$ cat config.mk
export PLATFORM = sky130hd
export DESIGN_NAME = lcd_refresh_sequencer
export DESIGN_NICKNAME = d
export VERILOG_FILES = /design/src/rtl/lcd_seq_pkg.sv /design/src/rtl/lcd_wait_timer.sv /design/src/rtl/lcd_refresh_sequencer.sv
export SDC_FILE = /design/constraint.sdc
export NUM_CORES = 1
export LEC_CHECK = 0
export ABC_AREA = 1
export CORE_UTILIZATION = 51
export DETAILED_ROUTE_END_ITERATION = 12
export PLACE_DENSITY = 0.79
export RECOVER_POWER = 100
export SETUP_SLACK_MARGIN = 0.02
export SLEW_MARGIN = 10
export SYNTH_ARGS = -nofsm -noshare
export SYNTH_HDL_FRONTEND = slang
export SYNTH_SLANG_ARGS = --single-unit
$ cat constraint.sdc
create_clock -name CLK -period 5.7 [get_ports CLK]
set_clock_uncertainty 0.05 [all_clocks]
set_input_delay 1.71 -clock CLK [delete_from_list [all_inputs] [get_ports CLK]]
set_output_delay 1.71 -clock CLK [all_outputs]
set_load 0.005 [all_outputs]
$ cat src/rtl/lcd_seq_pkg.sv
// lcd_seq_pkg: shared definitions for the character-LCD refresh sequencer.
//   seq_state_t  - sequencer state encoding
//   INIT_CMDS    - HD44780 init command list (4-bit mode, entry mode, display on, clear)
//   SET_ADDR_*   - DDRAM set-address commands for line 1 / line 2
//   LINE2_BASE   - first DDRAM address of line 2
package lcd_seq_pkg;

  typedef enum logic [3:0] {
    PWRUP,
    INIT,
    CLR_WAIT,
    IDLE,
    ADDR1,
    FETCH1,
    SEND1,
    ADDR2,
    FETCH2,
    SEND2
  } seq_state_t;

  localparam int unsigned INIT_LEN = 4;
  localparam logic [7:0] INIT_CMDS [INIT_LEN] = '{8'h28, 8'h06, 8'h0C, 8'h01};
  localparam logic [1:0] INIT_LAST = 2'(INIT_LEN - 1);

  localparam logic [7:0] SET_ADDR_L1 = 8'h80;
  localparam logic [7:0] SET_ADDR_L2 = 8'hC0;
  localparam logic [7:0] LINE2_BASE  = 8'h40;

endpackage

$ cat src/rtl/lcd_wait_timer.sv
// lcd_wait_timer: loadable down-counter used for the power-up and clear waits.
//   clk, rst_n - clock, asynchronous active-low reset (count returns to RST_VAL)
//   load       - load load_val into the counter (has priority over counting)
//   load_val   - value to load
//   en         - decrement by one per cycle while non-zero
//   done       - counter is at zero
module lcd_wait_timer #(
  parameter int unsigned RST_VAL = 0
) (
  input  logic        clk,
  input  logic        rst_n,
  input  logic        load,
  input  logic [31:0] load_val,
  input  logic        en,
  output logic        done
);

  logic [31:0] count;

  always_ff @(posedge clk or negedge rst_n) begin
    if (!rst_n) begin
      count <= 32'(RST_VAL);
    end else if (load) begin
      count <= load_val;
    end else if (en && (count != '0)) begin
      count <= count - 32'd1;
    end
  end

  assign done = (count == '0);

endmodule

$ cat src/rtl/lcd_refresh_sequencer.sv
// lcd_refresh_sequencer: power-up wait, HD44780 init, then full-screen
// refreshes (line 1 at DDRAM 0x00.., line 2 at 0x40..) on request.
//   CLK, RST_N   - clock, asynchronous active-low reset
//   REFRESH_REQ  - one-cycle refresh request (collapsed into a pending flag when busy)
//   LCD_INDEX    - DDRAM position presented to the char lookup
//   LCD_CHAR     - character for LCD_INDEX, latched once per position
//   CMD_VALID/CMD_READY/CMD_RS/CMD_DATA - byte handshake towards the LCD driver
//   BUSY         - high in every state except IDLE
//   ERR          - sticky ready-timeout flag
// Optional feature: define LCD_SEQ_TIMEOUT_EN to enable the ready timeout;
// without it the sequencer waits on CMD_READY indefinitely and ERR is 0.
module lcd_refresh_sequencer
  import lcd_seq_pkg::*;
#(
  parameter int unsigned PWRUP_CYCLES = 750000,
  parameter int unsigned CLR_CYCLES   = 82000,
  parameter int unsigned LINE1_LEN    = 14,
  parameter int unsigned LINE2_LEN    = 8,
  parameter int unsigned TMO_CYCLES   = 1000000
) (
  input  logic       CLK,
  input  logic       RST_N,
  input  logic       REFRESH_REQ,
  output logic [7:0] LCD_INDEX,
  input  logic [7:0] LCD_CHAR,
  output logic       CMD_VALID,
  output logic       CMD_RS,
  output logic [7:0] CMD_DATA,
  input  logic       CMD_READY,
  output logic       BUSY,
  output logic       ERR
);

  localparam logic [7:0] L1_LAST = 8'(LINE1_LEN - 1);
  localparam logic [7:0] L2_LAST = LINE2_BASE + 8'(LINE2_LEN - 1);

  seq_state_t  state, state_nxt;
  logic [1:0]  init_idx;
  logic [7:0]  data_q;
  logic        pending;
  logic        gap;
  logic        xfer;
  logic        tmo_hit;
  logic        tmr_load;
  logic        tmr_en;
  logic        tmr_done;
  logic [31:0] tmr_load_val;

  assign xfer = CMD_VALID & CMD_READY;

  // ---------------------------------------------------------------- timeout
`ifdef LCD_SEQ_TIMEOUT_EN
  logic [31:0] tmo_cnt;
  logic        err_q;

  assign tmo_hit = CMD_VALID && !CMD_READY && (tmo_cnt == 32'(TMO_CYCLES - 1));

  always_ff @(posedge CLK or negedge RST_N) begin
    if (!RST_N) begin
      tmo_cnt <= '0;
      err_q   <= 1'b0;
    end else begin
      if (CMD_VALID && !CMD_READY && !tmo_hit) tmo_cnt <= tmo_cnt + 32'd1;
      else                                     tmo_cnt <= '0;
      if (tmo_hit) err_q <= 1'b1;
    end
  end

  assign ERR = err_q;
`else
  logic unused_tmo;
  assign unused_tmo = ^32'(TMO_CYCLES);
  assign tmo_hit    = 1'b0;
  assign ERR        = 1'b0;
`endif

  // ------------------------------------------------------------ wait timer
  // Reloaded with CLR_CYCLES when the clear command is accepted, and with
  // PWRUP_CYCLES when a timeout forces a full re-init.
  assign tmr_load     = (state == INIT && xfer && init_idx == INIT_LAST) || tmo_hit;
  assign tmr_load_val = tmo_hit ? 32'(PWRUP_CYCLES) : 32'(CLR_CYCLES);
  assign tmr_en       = (state == PWRUP) || (state == CLR_WAIT);

  lcd_wait_timer #(
    .RST_VAL (PWRUP_CYCLES)
  ) u_wait_timer (
    .clk      (CLK),
    .rst_n    (RST_N),
    .load     (tmr_load),
    .load_val (tmr_load_val),
    .en       (tmr_en),
    .done     (tmr_done)
  );

  // ---------------------------------------------------------- state register
  always_ff @(posedge CLK or negedge RST_N) begin
    if (!RST_N) state <= PWRUP;
    else        state <= state_nxt;
  end

  // -------------------------------------------------------------- next state
  always_comb begin
    state_nxt = state;
    case (state)
      PWRUP:    if (tmr_done) state_nxt = INIT;
      INIT:     if (xfer && init_idx == INIT_LAST) state_nxt = CLR_WAIT;
      CLR_WAIT: if (tmr_done) state_nxt = IDLE;
      IDLE:     if (REFRESH_REQ || pending) state_nxt = ADDR1;
      ADDR1:    if (xfer) state_nxt = FETCH1;
      FETCH1:   state_nxt = SEND1;
      SEND1:    if (xfer) state_nxt = (LCD_INDEX == L1_LAST) ? ADDR2 : FETCH1;
      ADDR2:    if (xfer) state_nxt = FETCH2;
      FETCH2:   state_nxt = SEND2;
      SEND2:    if (xfer) state_nxt = (LCD_INDEX == L2_LAST) ? IDLE : FETCH2;
      default:  state_nxt = PWRUP;
    endcase
    if (tmo_hit) state_nxt = PWRUP;
  end

  // ---------------------------------------------------------------- datapath
  always_ff @(posedge CLK or negedge RST_N) begin
    if (!RST_N) begin
      init_idx  <= '0;
      LCD_INDEX <= '0;
      data_q    <= '0;
      pending   <= 1'b0;
      gap       <= 1'b0;
    end else begin
      // Forces CMD_VALID low for the cycle after every accepted byte.
      gap <= xfer;

      if (tmo_hit) begin
        init_idx <= '0;
        pending  <= 1'b1;
      end else begin
        if (state == INIT && xfer)
          init_idx <= (init_idx == INIT_LAST) ? '0 : init_idx + 2'd1;

        if (state == CLR_WAIT && tmr_done) pending <= 1'b1;
        else if (state == IDLE)            pending <= 1'b0;
        else if (REFRESH_REQ)              pending <= 1'b1;
      end

      case (state)
        ADDR1:   if (xfer) LCD_INDEX <= '0;
        ADDR2:   if (xfer) LCD_INDEX <= LINE2_BASE;
        SEND1:   if (xfer && LCD_INDEX != L1_LAST) LCD_INDEX <= LCD_INDEX + 8'd1;
        SEND2:   if (xfer && LCD_INDEX != L2_LAST) LCD_INDEX <= LCD_INDEX + 8'd1;
        FETCH1,
        FETCH2:  data_q <= LCD_CHAR;
        default: ;
      endcase
    end
  end

  // ----------------------------------------------------------------- outputs
  always_comb begin
    CMD_VALID = 1'b0;
    CMD_RS    = 1'b0;
    CMD_DATA  = '0;
    BUSY      = (state != IDLE);
    case (state)
      INIT: begin
        CMD_VALID = !gap;
        CMD_DATA  = INIT_CMDS[init_idx];
      end
      ADDR1: begin
        CMD_VALID = !gap;
        CMD_DATA  = SET_ADDR_L1;
      end
      ADDR2: begin
        CMD_VALID = !gap;
        CMD_DATA  = SET_ADDR_L2;
      end
      SEND1,
      SEND2: begin
        CMD_VALID = !gap;
        CMD_RS    = 1'b1;
        CMD_DATA  = data_q;
      end
      default: ;
    endcase
  end

endmodule

Yosys cells after proc, flatten, opt, wreduce, memory -nomap -nowiden
Index checks and enable logic that the tools add are counted.

operators by class
  add/subtract/negate cells = 3
  $lt $le $gt $ge = 1
  equality and inequality tests = 25
  mux-type cells = 28
  bitwise operators = 2
  reductions and logical operators = 21

operator list
  cell                                                                      count
  32-bit two-way mux                                                        2
  8-bit one-hot mux with 4 select lines                                     2
  8-bit two-way mux                                                         6
  4-bit one-hot mux with 10 select lines                                    1
  4-bit two-way mux                                                         9
  32-bit logical NOT                                                        1
  32-bit nonzero test                                                       1
  32-bit by 1-bit subtractor with 32-bit output (second input constant)     1
  2-bit inequality test (second input constant)                             9
  8-bit binary-select mux with 2-bit select                                 1
  4-bit by 3-bit == test with 1-bit output (second input constant)          4
  8-bit by 1-bit adder with 8-bit output (second input constant)            1
  4-bit by 2-bit == test with 1-bit output (second input constant)          2
  4-bit == test (second input constant)                                     2
  8-bit by 4-bit == test with 1-bit output (second input constant)          1
  8-bit by 7-bit == test with 1-bit output (second input constant)          1
  8-bit by 4-bit inequality test with 1-bit output (second input constant)  1
  8-bit by 7-bit inequality test with 1-bit output (second input constant)  1
  8-bit AND reduction                                                       1
  1-bit logical AND                                                         7
  1-bit two-way mux                                                         5
  5-bit AND reduction                                                       1
  5-bit OR reduction                                                        1
  4-bit by 1-bit == test with 1-bit output (second input constant)          1
  15 further kinds                                                          18

storage, ports and cells
  flip-flop bits (word level) = 56
  output and inout bits = 20
  word-level logic and storage cells = 87

Depth between registers and ports, before layout
Gate-level depths: netlist of run 1.

  word-level depth = 7
  mapped depth = 12
  gate-level depth less buffers = 11

Cells and area by module
A second synthesis of run 1 with hierarchy kept.

unflattened totals
  cell total of the unflattened synthesis = 653
  area total of the unflattened synthesis = 4300.4 um^2

by module, submodules not included
  module                 instances  cells each  area an instance (um^2)
  lcd_wait_timer         1          433         2666.3
  lcd_refresh_sequencer  1          220         1634.1

Least setup slack after synthesis of run 1
No wires, ideal clock.

  path kind = register to output
  from = register state[1]
  to = output port CMD_DATA[1]
  arrival time = 1411 ps
  required time = 3940 ps
  path slack = 2529 ps
  stages on the path, launching flop included = 9
  buffers on the path = 1
  cells stage by stage = dfrtp_1 -> inv_1 -> nand2_1 -> nor2_1 -> inv_2 -> nand2_1 -> inv_1 -> clkbuf_1 -> o21ai_0

between the ends
  cells in the longest elaborated chain, start to end = 3

ends and longest elaborated chain
  what                                                                       RTL line                      RTL
  start: declaration                                                         lcd_refresh_sequencer.sv:37   seq_state_t state, state_nxt;
  start signal: assignment                                                   lcd_refresh_sequencer.sv:98   else state <= state_nxt;
  4-bit == test or 4-bit by 3-bit == test with 1-bit output (tied branches)  lcd_refresh_sequencer.sv:162  case (state)
  2-bit OR reduction                                                         lcd_refresh_sequencer.sv:162
  8-bit one-hot mux with 4 select lines *                                    lcd_refresh_sequencer.sv:162
  end: declaration                                                           lcd_refresh_sequencer.sv:28   output logic [7:0] CMD_DATA,

Every way passes the cells marked *; elsewhere a longest branch is shown, timed or not.

Final worst setup path of run 1
  from = input port CMD_READY
  to = register u_wait_timer.count[21]

between the ends
  cells in the longest elaborated chain, start to end = 4

ends and longest elaborated chain
  what                                                      RTL line                     RTL
  start: declaration                                        lcd_refresh_sequencer.sv:29  input logic CMD_READY,
  1-bit AND *                                               lcd_refresh_sequencer.sv:49  assign xfer = CMD_VALID & CMD_READY;
  1-bit logical AND * (2 in series)                         lcd_refresh_sequencer.sv:80  assign tmr_load = (state == INIT && xfer && init_idx == INIT_LAST) || tmo_hit;
  32-bit two-way mux or 2-bit nonzero test (tied branches)  n/a
  end signal: assignment                                    lcd_wait_timer.sv:22         count <= 32'(RST_VAL);
  end signal: assignment                                    lcd_wait_timer.sv:24         count <= load_val;
  end signal: assignment                                    lcd_wait_timer.sv:26         count <= count - 32'd1;
  end: declaration                                          lcd_wait_timer.sv:18         logic [31:0] count;

Marks and branches as above.
A chain may end at the register's enable or synchronous reset.

==> flow_summary.toml, run 1 <==
[finish]
post_route_design_area_sq_mm = 0.00416
register_area_sq_mm = 0.00141
total_area_of_multi_input_combinational_cells_sq_mm = 0.00201
syn_to_final_growth_pct = 11.8
final_layout_size_suffix_gt1_share_pct = 5.43
design.final.nets = 590
n_antenna_cell = 0
final.fill_count = 643

[synth]
post_synth_instance_area_sq_mm = 0.00372
ys_seq_elements = 56
most_frequent_cells_after_synthesis = "185 x sky130_fd_sc_hd__nand2_1, 83 x sky130_fd_sc_hd__nor2_1, 46 x sky130_fd_sc_hd__dfrtp_1, 45 x sky130_fd_sc_hd__inv_1, 38 x sky130_fd_sc_hd__nand3_1"
synthArstFlopShare_pct = 100
ys_warn_count = 0
flip_flop_cell_with_the_highest_count_after_synthesis = "sky130_fd_sc_hd__dfrtp_1"
yosysSeqAreaShare_pct = 38.0
synth_cells = 542
synth.most_common_cell = "sky130_fd_sc_hd__nand2_1"
synth.lib_cells_used.distinct = 36
synth_nets = 562
synth_top_cells_by_area = "sky130_fd_sc_hd__dfrtp_1 31%, sky130_fd_sc_hd__nand2_1 19%, sky130_fd_sc_hd__nor2_1 8.4%, sky130_fd_sc_hd__dfstp_2 7.1%, sky130_fd_sc_hd__nand3_1 5.1%"
syn-mean-instance-area_sq_um = 6.86
synth_top_area_share_pct = 31.0
synth_edf_count = 0
synth_top_cell_by_area = "sky130_fd_sc_hd__dfrtp_1"

[outcome]
run_status = "finished, violations left"
violations_in_the_final_reports = "max-capacitance violations, max-slew violations"

[floorplanning]
fp.dieW_um = 87.4
die_height_um = 87.4
design.core.area_sq_mm = 0.00691
design.die.area_sq_mm = 0.00764
floorplan.io_pins = 32
std_cell_rows = 30
start_util_pct = 53.8

[setup_path]
cp.required_ns = 5.75
path_cells = "dlygate4sd3_1 > nand3_1 > nor2_1 > nor2_1 > o21ai_0"
critical_path_class = "input port to register"
worstReg2RegEnd = "u_wait_timer.count[21]"
crit_path_start = "CMD_READY"
cp_slowest_stage_delay_ns = 1.72
cpMostUsedCell = "sky130_fd_sc_hd__nor2_1"
ff2ff_setup_slack_ns = 2.13
worstReg2RegStart = "u_wait_timer.count[9]"
worstSetupStartpointType = "input port"
logic_depth_of_the_worst_register_to_register_path = 8
critical_path.endpoint_type = "register"
timing.critical_path.fanout_max = 39
crit_path_top_delay_cell = "sky130_fd_sc_hd__nor2_1"
critical_path_arrival_ns = 4.58

[clock_tree]
clock_path_buffers = 2
tritoncts.num_buffers = 5
htreeDepth = 2
post-cts-setup-buffers = 0
cts_repair_resize_count = 0
cts.hold.buffers_added = 0
clock_tree_from_tritoncts = "done"
clock-root-buffer = "sky130_fd_sc_hd__clkbuf_8"
clk-insertion-delay-late_ns = 0.31
tritoncts_num_sinks = 56
cts.reportedPaths.clkPinSlew_ns = 0.10

[power]
p_int_uw = 558
switching_power_uw = 136
comb_power_share_pct = 2.0
swShare_pct = 19.6
power.share.clock_pct = 40.7
p_leak_nw = 2.03
pwr-share-seq_pct = 57.3
max-vdd-ir-drop_mv = 0.131
power.density_cell_area_mw_per_mm2 = 167

[global_routing]
groute.usage.overall_pct = 24.5
global_route.overflow_total = 0
grt_max_degree = 57
first_global_vias = 3385
grt_antenna_before_repair = 0
grt_pass1_wl_um = 14700

[min_path]
hold_path_startpoint = "u_wait_timer.count[8]"
min_path_type = "register to register"
hold_depth = 2
min_delay_worst_endpoint = "u_wait_timer.count[8]"

[routing]
vias = 3570
route.final.wire_length_um = 8450
drt_pre_antenna_iters = 5
routed_via_density = 5.35
drt-wirelength-per-cell_um = 12.7
route.antenna.remaining_nets = 0
route.detailed.drc = 0
drt-initial-drc-count = 197

[place]
dpl.hpwl_um = 6130
preCtsSetupSlack_ns = 1.93
post_dp_cell_area_sq_mm = 0.00408
routability_congestion = 0.913
placement.io_buffers = 30

[sta]
tightest_slew_ns = 2.92
rsz0062_at_grt = "false"
final_max_slew_viol_count = 97
fin_crit_sh_pct = 79.5
maxClockFrequency_mhz = 221
slew_headroom_pct = -94.5
final_period_minus_worst_setup_slack_ns = 4.53
report.final.hold_viol_count = 0
setup_slack_ns = 1.17
finalSetupTns_ns = 0
setup-violations-final = 0

[run]
timing.max_cap.violations = 2
[flip-flops by register name, summed over array words and instances (netlist names)]
signal,flops
u_wait_timer.count,32
data_q,8
init_idx,2
state,4
gap,1
LCD_INDEX,8
pending,1
[cells in the final DEF, fill, tap and decap left out, types with 4 or more instances in the layout]
master / synthesis / routed
sky130_fd_sc_hd__dlygate4sd3_1: 0 / 29
sky130_fd_sc_hd__o22ai_1: 4 / 4
sky130_fd_sc_hd__nor2_1: 83 / 85
sky130_fd_sc_hd__a21oi_1: 11 / 11
sky130_fd_sc_hd__nand2_1: 185 / 187
sky130_fd_sc_hd__nor3_1: 4 / 4
sky130_fd_sc_hd__dfstp_2: 10 / 10
sky130_fd_sc_hd__o21ai_0: 27 / 27
sky130_fd_sc_hd__o21bai_1: 8 / 8
sky130_fd_sc_hd__xor2_1: 11 / 11
sky130_fd_sc_hd__dfrtp_1: 46 / 46
sky130_fd_sc_hd__clkbuf_8: 0 / 7
sky130_fd_sc_hd__nand3_1: 38 / 40
sky130_fd_sc_hd__ha_1: 8 / 8
sky130_fd_sc_hd__inv_1: 45 / 46
sky130_fd_sc_hd__nand4_1: 20 / 20
[kinds of logic (layout without fill, tap and decap cells)]
family	after synthesis	after routing	synth area share [%]
simple gates	348	348	40.5
buf+inv	59	88	6.59
compound gates	56	56	8.75
flops	56	56	38.0
xor+xnor	14	14	3.30
fa+ha+maj	8	8	2.69
other cells	1	1	0.101
[layout make-up]
class,instances,area share (%)
clock buffers,7,2.32
clock inverters,1,0.722
inverters,49,4.43
multi-input cells,427,48.4
flip-flops and latches,56,34.0
well taps,96,2.89
repair buffers,31,7.19
[worst max-delay path by stage]
stage | to | slack (ns) | cells after the start
CTS | CMD_DATA[6] | 1.55 | 8
detailed placement | CMD_DATA[6] | 1.93 | 8
global route | u_wait_timer.count[22] | 0.75 | 5
finish | u_wait_timer.count[21] | 1.17 | 5
global placement | CMD_DATA[6] | 2.02 | 8
floorplan | CMD_DATA[1] | 2.53 | 8
[critical path, delay by kind of cell]
kind                   cells  cell delay, ns
buffers and inverters      1            0.57
AOI/OAI and AO/OA          1            0.19
and+or+nand+nor            3            2.08
[stage by stage]
stage / cells / hold slack, ns / total power, mW / util (%)
after global routing: 667 / 0.459 / 0.718 / 60.2
final: 667 / 0.443 / 0.694 / 60.2
after CTS: 667 / 0.446 / 0.704 / 60.9
after floorplan: 542 / 0.413 / 0.406 / -
after detailed placement: 659 / 0.431 / 0.421 / 59.1
after global placement: 659 / 0.426 / 0.421 / 59.1
[per-layer routing]
layer / wire length [um] / vias up / global-route usage, % / part of all wire [%]
met5: 0 / - / 0 / 0
met4: 218 / 0 / 10.3 / 2.6
met3: 347 / 17 / 3.89 / 4.1
met2: 3990 / 98 / 42.2 / 47
met1: 3890 / 1664 / 30.4 / 46
li1: - / 1791 / - / -
[power by group through the flow]
stage | clock, mW | sequential [mW] | combinational (mW)
floorplan | 0 | 0.405 | 0.000793
CTS | 0.290 | 0.397 | 0.0166
global route | 0.304 | 0.397 | 0.0161
detailed placement | 0 | 0.405 | 0.0166
finish | 0.283 | 0.397 | 0.0138
global placement | 0 | 0.405 | 0.0164
Note: power is estimated with default switching activity, not from simulation.
==> run 2: changes to the inputs <==
--- a/config.mk
+++ b/config.mk
@@ -8,7 +8,7 @@
 export ABC_AREA = 1
 export CORE_UTILIZATION = 51
 export DETAILED_ROUTE_END_ITERATION = 12
-export PLACE_DENSITY = 0.79
+export PLACE_DENSITY = 0.82
 export RECOVER_POWER = 100
 export SETUP_SLACK_MARGIN = 0.02
 export SLEW_MARGIN = 10
==> constraint.sdc (replaced) <==
create_clock -name CLK -period 4.1 [get_ports CLK]
set_clock_uncertainty 0.05 [all_clocks]
set_input_delay 1.23 -clock CLK [delete_from_list [all_inputs] [get_ports CLK]]
set_output_delay 1.23 -clock CLK [all_outputs]
set_load 0.005 [all_outputs]
==> run 2 against run 1 <==
Against the previous run: the run still ends with max-capacitance violations, max-slew violations left; critical path depth grew 3; first-iteration DRC count grew 14%; worst hold slack improved by 0.0039 ns; clock-buffer cell count increased by 1; worst setup slack got worse by 0.71 ns; sequential cell count unchanged; global-route usage grew 0.25 points; routed wire length rose by 0.88%; via count shrank 1.1%; design area decreased by 0.78%; largest cell class unchanged.
==> flow_summary.toml, run 2 (synthesis gave the netlist of run 1 again) <==
[sta]
setup-violations-final = 0
fin_crit_sh_pct = 88.9
finalSetupTns_ns = 0
final_max_slew_viol_count = 39
timing.hold.ws_ns = 0.447
final_period_minus_worst_setup_slack_ns = 3.65
report.final.hold_viol_count = 0
rsz0062_at_grt = "false"
maxClockFrequency_mhz = 274
slew_headroom_pct = -35.6
tightest_slew_ns = 2.03

[floorplanning]
design.core.area_sq_mm = 0.00691
std_cell_rows = 30
die_height_um = 87.4
floorplan.io_pins = 32
start_util_pct = 53.8
fp.dieW_um = 87.4
design.die.area_sq_mm = 0.00764

[clock_tree]
post-cts-setup-buffers = 0
cts_repair_resize_count = 0
clock_tree_from_tritoncts = "done"
cts.reportedPaths.clkPinSlew_ns = 0.10
htreeDepth = 2
tritoncts_num_sinks = 56
tritoncts.num_buffers = 5
cts.hold.buffers_added = 0
clock_path_buffers = 2
clock-root-buffer = "sky130_fd_sc_hd__clkbuf_8"
clk-insertion-delay-late_ns = 0.31

[power]
power.share.clock_pct = 36.8
max-vdd-ir-drop_mv = 0.133
comb_power_share_pct = 2.3
pwr-share-seq_pct = 60.8
swShare_pct = 21.2
switching_power_uw = 192
power.density_cell_area_mw_per_mm2 = 220
p_leak_nw = 2.01
p_int_uw = 716

[finish]
n_antenna_cell = 0
flip_flop_count_of_the_largest_register_after_layout = 32
design.final.nets = 590
syn_to_final_growth_pct = 10.9
register_area_sq_mm = 0.00141
largest-register = "u_wait_timer.count"
final.fill_count = 643
mostFrequentLayoutCells = "187 x sky130_fd_sc_hd__nand2_1, 85 x sky130_fd_sc_hd__nor2_1, 46 x sky130_fd_sc_hd__dfrtp_1, 46 x sky130_fd_sc_hd__inv_1, 40 x sky130_fd_sc_hd__nand3_1"
mostFrequentLayoutCell = "sky130_fd_sc_hd__nand2_1"
final_layout_size_suffix_gt1_share_pct = 5.08
total_area_of_multi_input_combinational_cells_sq_mm = 0.00201
largestRegisters = "u_wait_timer.count (32), LCD_INDEX (8), data_q (8)"

[global_routing]
groute.usage.overall_pct = 24.7
grt_max_degree = 40
grt_pass1_wl_um = 15000
global_route.overflow_total = 0
first_global_vias = 3450
grt_antenna_before_repair = 0

[routing]
wirelength_met1_um = 3780
drt-wirelength-per-cell_um = 12.8
route.final.wire_length_um = 8530
met3RoutedLength_um = 405
drt_pre_antenna_iters = 4
routed_via_density = 5.30
route.met2.wl_um = 4110
route.antenna.remaining_nets = 0
drt-initial-drc-count = 225
maxUsedRoutingLayer = "met4"
route.detailed.drc = 0
vias = 3532

[place]
dpl.hpwl_um = 6270
placement.io_buffers = 30
routability_congestion = 0.905

[outcome]
violations_in_the_final_reports = "max-capacitance violations, max-slew violations"
run_status = "finished, violations left"

[min_path]
min_path_type = "register to register"
hold_path_startpoint = "u_wait_timer.count[8]"

[setup_path]
worstSetupStartpointType = "register"
critical_path_arrival_ns = 2.37
crit_path_start = "state[1]"
worstReg2RegStart = "u_wait_timer.count[9]"
critical_path.endpoint_type = "output pin"
timing.critical_path.fanout_max = 15
cp.required_ns = 2.82
critical_path_class = "register to output pin"

[run]
timing.max_cap.violations = 1
## run 2: cell types whose count changed in the layout (fill, tap and decap cells not counted), sizes merged
cell	previous run	this run
buf	1	0
bufinv	1	0
clkbuf	8	10
clkdlybuf4s50	0	9
dlygate4sd3	29	20
## run 2: final cells by class
cell class | count | area share (%)
clock buffer | 8 | 2.43
timing repair buffer | 31 | 7.22
tap | 96 | 2.91
multi-input combinational | 427 | 48.7
inverter | 49 | 4.46
sequential | 56 | 34.3
## run 2: worst max-delay path, stage by stage (launching register included)
cell and delay, ns:
sky130_fd_sc_hd__dfrtp_1 0.45, sky130_fd_sc_hd__inv_1 0.10, sky130_fd_sc_hd__nand2_1 0.08, sky130_fd_sc_hd__nor2_1 0.26, sky130_fd_sc_hd__inv_2 0.07, sky130_fd_sc_hd__nand2_1 0.09, sky130_fd_sc_hd__inv_1 0.20, sky130_fd_sc_hd__o21ai_0 0.21
sky130_fd_sc_hd__dlygate4sd3_1 0.58
## run 2: path summary, 6_finish.rpt
| kind | depth (start not counted) | end | slack [ns] |
|---|---|---|---|
| max | 8 | CMD_DATA[3] | 0.45 |
| min in group asynchronous | 1 | u_wait_timer.count[3] | 1.43 |
| min | 2 | u_wait_timer.count[8] | 0.45 |
| min reg2reg | 2 | u_wait_timer.count[8] | 0.45 |
| max reg2reg | 8 | u_wait_timer.count[10] | 1.06 |
| max in group asynchronous | 2 | LCD_INDEX[4] | 0.80 |
## run 2: stage by stage
step / instance area (sq um) / worst slack (ns) / total power [mW] / util [%] / std cells
detailed placement: 4080 / 0.849 / 0.586 / 59.1 / 659
finish: 4120 / 0.454 / 0.908 / 59.7 / 667
global route: 4120 / 0.181 / 0.940 / 59.7 / 667
global placement: 4080 / 0.892 / 0.586 / 59.1 / 659
CTS: 4180 / 0.471 / 0.920 / 60.5 / 667
floorplan: 3720 / 1.41 / 0.564 / - / 542
## run 2: power by group through the flow
stage	clock network (mW)	registers (mW)	logic (mW)
CTS	0.344	0.552	0.0234
global placement	0	0.563	0.0230
global route	0.363	0.553	0.0245
floorplan	0	0.563	0.00110
finish	0.335	0.552	0.0212
detailed placement	0	0.563	0.0233
## run 2: routing by layer
layer | GRT usage, % | up-vias
li1 | - | 1787
met1 | 30.5 | 1620
met2 | 42.4 | 102
met3 | 3.60 | 23
met4 | 11.8 | 0
met5 | 0 | -
==> run 3: changes to the inputs <==
--- a/config.mk
+++ b/config.mk
@@ -6,9 +6,11 @@
 export NUM_CORES = 1
 export LEC_CHECK = 0
 export ABC_AREA = 1
-export CORE_UTILIZATION = 51
+export CELL_PAD_IN_SITES_DETAIL_PLACEMENT = 0
+export CELL_PAD_IN_SITES_GLOBAL_PLACEMENT = 1
+export CORE_UTILIZATION = 38
 export DETAILED_ROUTE_END_ITERATION = 12
-export PLACE_DENSITY = 0.82
+export PLACE_DENSITY = 0.84
 export RECOVER_POWER = 100
 export SETUP_SLACK_MARGIN = 0.02
 export SLEW_MARGIN = 10
==> run 3 against run 2 <==
Against the previous run: the run still ends with max-capacitance violations, max-slew violations left; utilization shrank 15 points; clock-buffer cell count shrank 3; global-route usage shrank 5.2 points; first-iteration DRC count shrank 17%; register-to-register slack lost 0.16 ns; worst hold slack is essentially flat; clock power grew 49%; sequential share of layout area shrank 0.82 points; critical path depth is the same; worst setup slack lost 0.064 ns; design area grew 2.5%; combinational power is essentially flat.
==> flow_summary.toml, run 3 (synthesis gave the netlist of run 1 again) <==
[outcome]
run_status = "finished, violations left"
violations_in_the_final_reports = "max-capacitance violations, max-slew violations"

[finish]
mostFrequentLayoutCell = "sky130_fd_sc_hd__nand2_1"
register_area_sq_mm = 0.00141
largestRegisters = "u_wait_timer.count (32), LCD_INDEX (8), data_q (8)"
total_area_of_multi_input_combinational_cells_sq_mm = 0.00201
design.final.nets = 590
final_layout_size_suffix_gt1_share_pct = 5.43
syn_to_final_growth_pct = 13.6
largest-register = "u_wait_timer.count"
flip_flop_count_of_the_largest_register_after_layout = 32
final.fill_count = 1007
n_antenna_cell = 0
mostFrequentLayoutCells = "187 x sky130_fd_sc_hd__nand2_1, 85 x sky130_fd_sc_hd__nor2_1, 46 x sky130_fd_sc_hd__dfrtp_1, 46 x sky130_fd_sc_hd__inv_1, 40 x sky130_fd_sc_hd__nand3_1"
post_route_design_area_sq_mm = 0.00423

[sta]
maxClockFrequency_mhz = 270
report.final.hold_viol_count = 0
rsz0062_at_grt = "false"
slew_headroom_pct = -35.4
final_max_slew_viol_count = 38
setup-violations-final = 0
setup_slack_ns = 0.390
finalSetupTns_ns = 0
fin_crit_sh_pct = 90.5
final_period_minus_worst_setup_slack_ns = 3.71
tightest_slew_ns = 2.03

[routing]
routed_via_density = 4.94
maxUsedRoutingLayer = "met4"
met3RoutedLength_um = 391
vias = 3459
route.detailed.drc = 0
drt-initial-drc-count = 187
route.met2.wl_um = 4340
drt_pre_antenna_iters = 5
drt-wirelength-per-cell_um = 13.1
route.antenna.remaining_nets = 0
route.final.wire_length_um = 9140
wirelength_met1_um = 4290

[clock_tree]
htreeDepth = 2
tritoncts_num_sinks = 56
cts.reportedPaths.clkPinSlew_ns = 0.10
clock_tree_from_tritoncts = "done"
clock-root-buffer = "sky130_fd_sc_hd__clkbuf_8"
cts.hold.buffers_added = 0
clk-insertion-delay-late_ns = 0.32
post-cts-setup-buffers = 0
cts_repair_resize_count = 0
clock_path_buffers = 2
tritoncts.num_buffers = 5

[setup_path]
critical_path_arrival_ns = 2.43
critical_path_class = "register to output pin"
critical_path.endpoint_type = "output pin"
timing.critical_path.fanout_max = 15
cp.required_ns = 2.82
worstSetupStartpointType = "register"

[global_routing]
global_route.overflow_total = 0
groute.usage.overall_pct = 19.5
grt_antenna_before_repair = 0
grt_pass1_wl_um = 15800
grt_max_degree = 40
first_global_vias = 3366

[floorplanning]
fp.dieW_um = 101
start_util_pct = 39.7
die_height_um = 101
floorplan.io_pins = 32
std_cell_rows = 35
design.die.area_sq_mm = 0.0102
design.core.area_sq_mm = 0.00937

[place]
preCtsSetupSlack_ns = 0.792
post_dp_cell_area_sq_mm = 0.00412
placement.io_buffers = 30
routability_congestion = 0.865
dpl.hpwl_um = 6660

[power]
power.density_cell_area_mw_per_mm2 = 254
p_leak_nw = 2.04
max-vdd-ir-drop_mv = 0.184

[run]
timing.max_cap.violations = 2

[min_path]
min_path_type = "register to register"
## run 3: cell count changes in the layout (fill, tap and decap cells not counted), sizes merged
cell,previous run,this run
clkbuf,10,7
bufinv,0,3
## run 3: power by group
group	internal, mW	switching [mW]	total [mW]
Sequential	0.553	0.0000000000000000215	0.553
Combinational	0.00864	0.0127	0.0213
Clock	0.305	0.194	0.499
## run 3: layer usage
layer,track usage (%),vias up
li1,-,1787
met1,25.9,1576
met2,32.7,84
met3,3.05,12
met5,0,-
met4,5.91,0
## run 3: cell type report
type                    instances  area share, %
multi-input cells             427           47.5
clock inverters                 3           2.13
well taps                     129           3.82
repair buffers                 31           7.08
flip-flops and latches         56           33.5
clock buffers                   5           1.63
inverters                      49           4.35
## run 3: critical path: stages (launching register included)
cell,delay (ns)
sky130_fd_sc_hd__dfrtp_1,0.45
sky130_fd_sc_hd__inv_1,0.09
sky130_fd_sc_hd__nand2_1,0.08
sky130_fd_sc_hd__nor2_1,0.28
sky130_fd_sc_hd__inv_2,0.08
sky130_fd_sc_hd__nand2_1,0.10
sky130_fd_sc_hd__inv_1,0.23
sky130_fd_sc_hd__o21ai_0,0.22
sky130_fd_sc_hd__dlygate4sd3_1,0.60
## run 3: stage by stage
stage	cells	util [%]	hold WS (ns)	power [mW]
floorplan	542	-	0.413	0.564
global placement	692	44.0	0.425	0.586
detailed placement	692	44.0	0.429	0.586
CTS	700	45.7	0.446	1.09
global route	700	45.1	0.471	1.11
finish	700	45.1	0.447	1.07
## run 3: final timing paths
kind	from	to	slack (ns)	depth (start not counted)
setup / recovery	state[1]	CMD_DATA[6]	0.39	8
hold / removal	u_wait_timer.count[8]	u_wait_timer.count[8]	0.45	2
setup reg to reg	u_wait_timer.count[9]	u_wait_timer.count[22]	0.90	8
hold reg to reg	u_wait_timer.count[8]	u_wait_timer.count[8]	0.45	2
max in group asynchronous	RST_N	state[0]	1.14	2
min in group asynchronous	RST_N	u_wait_timer.count[10]	1.43	1
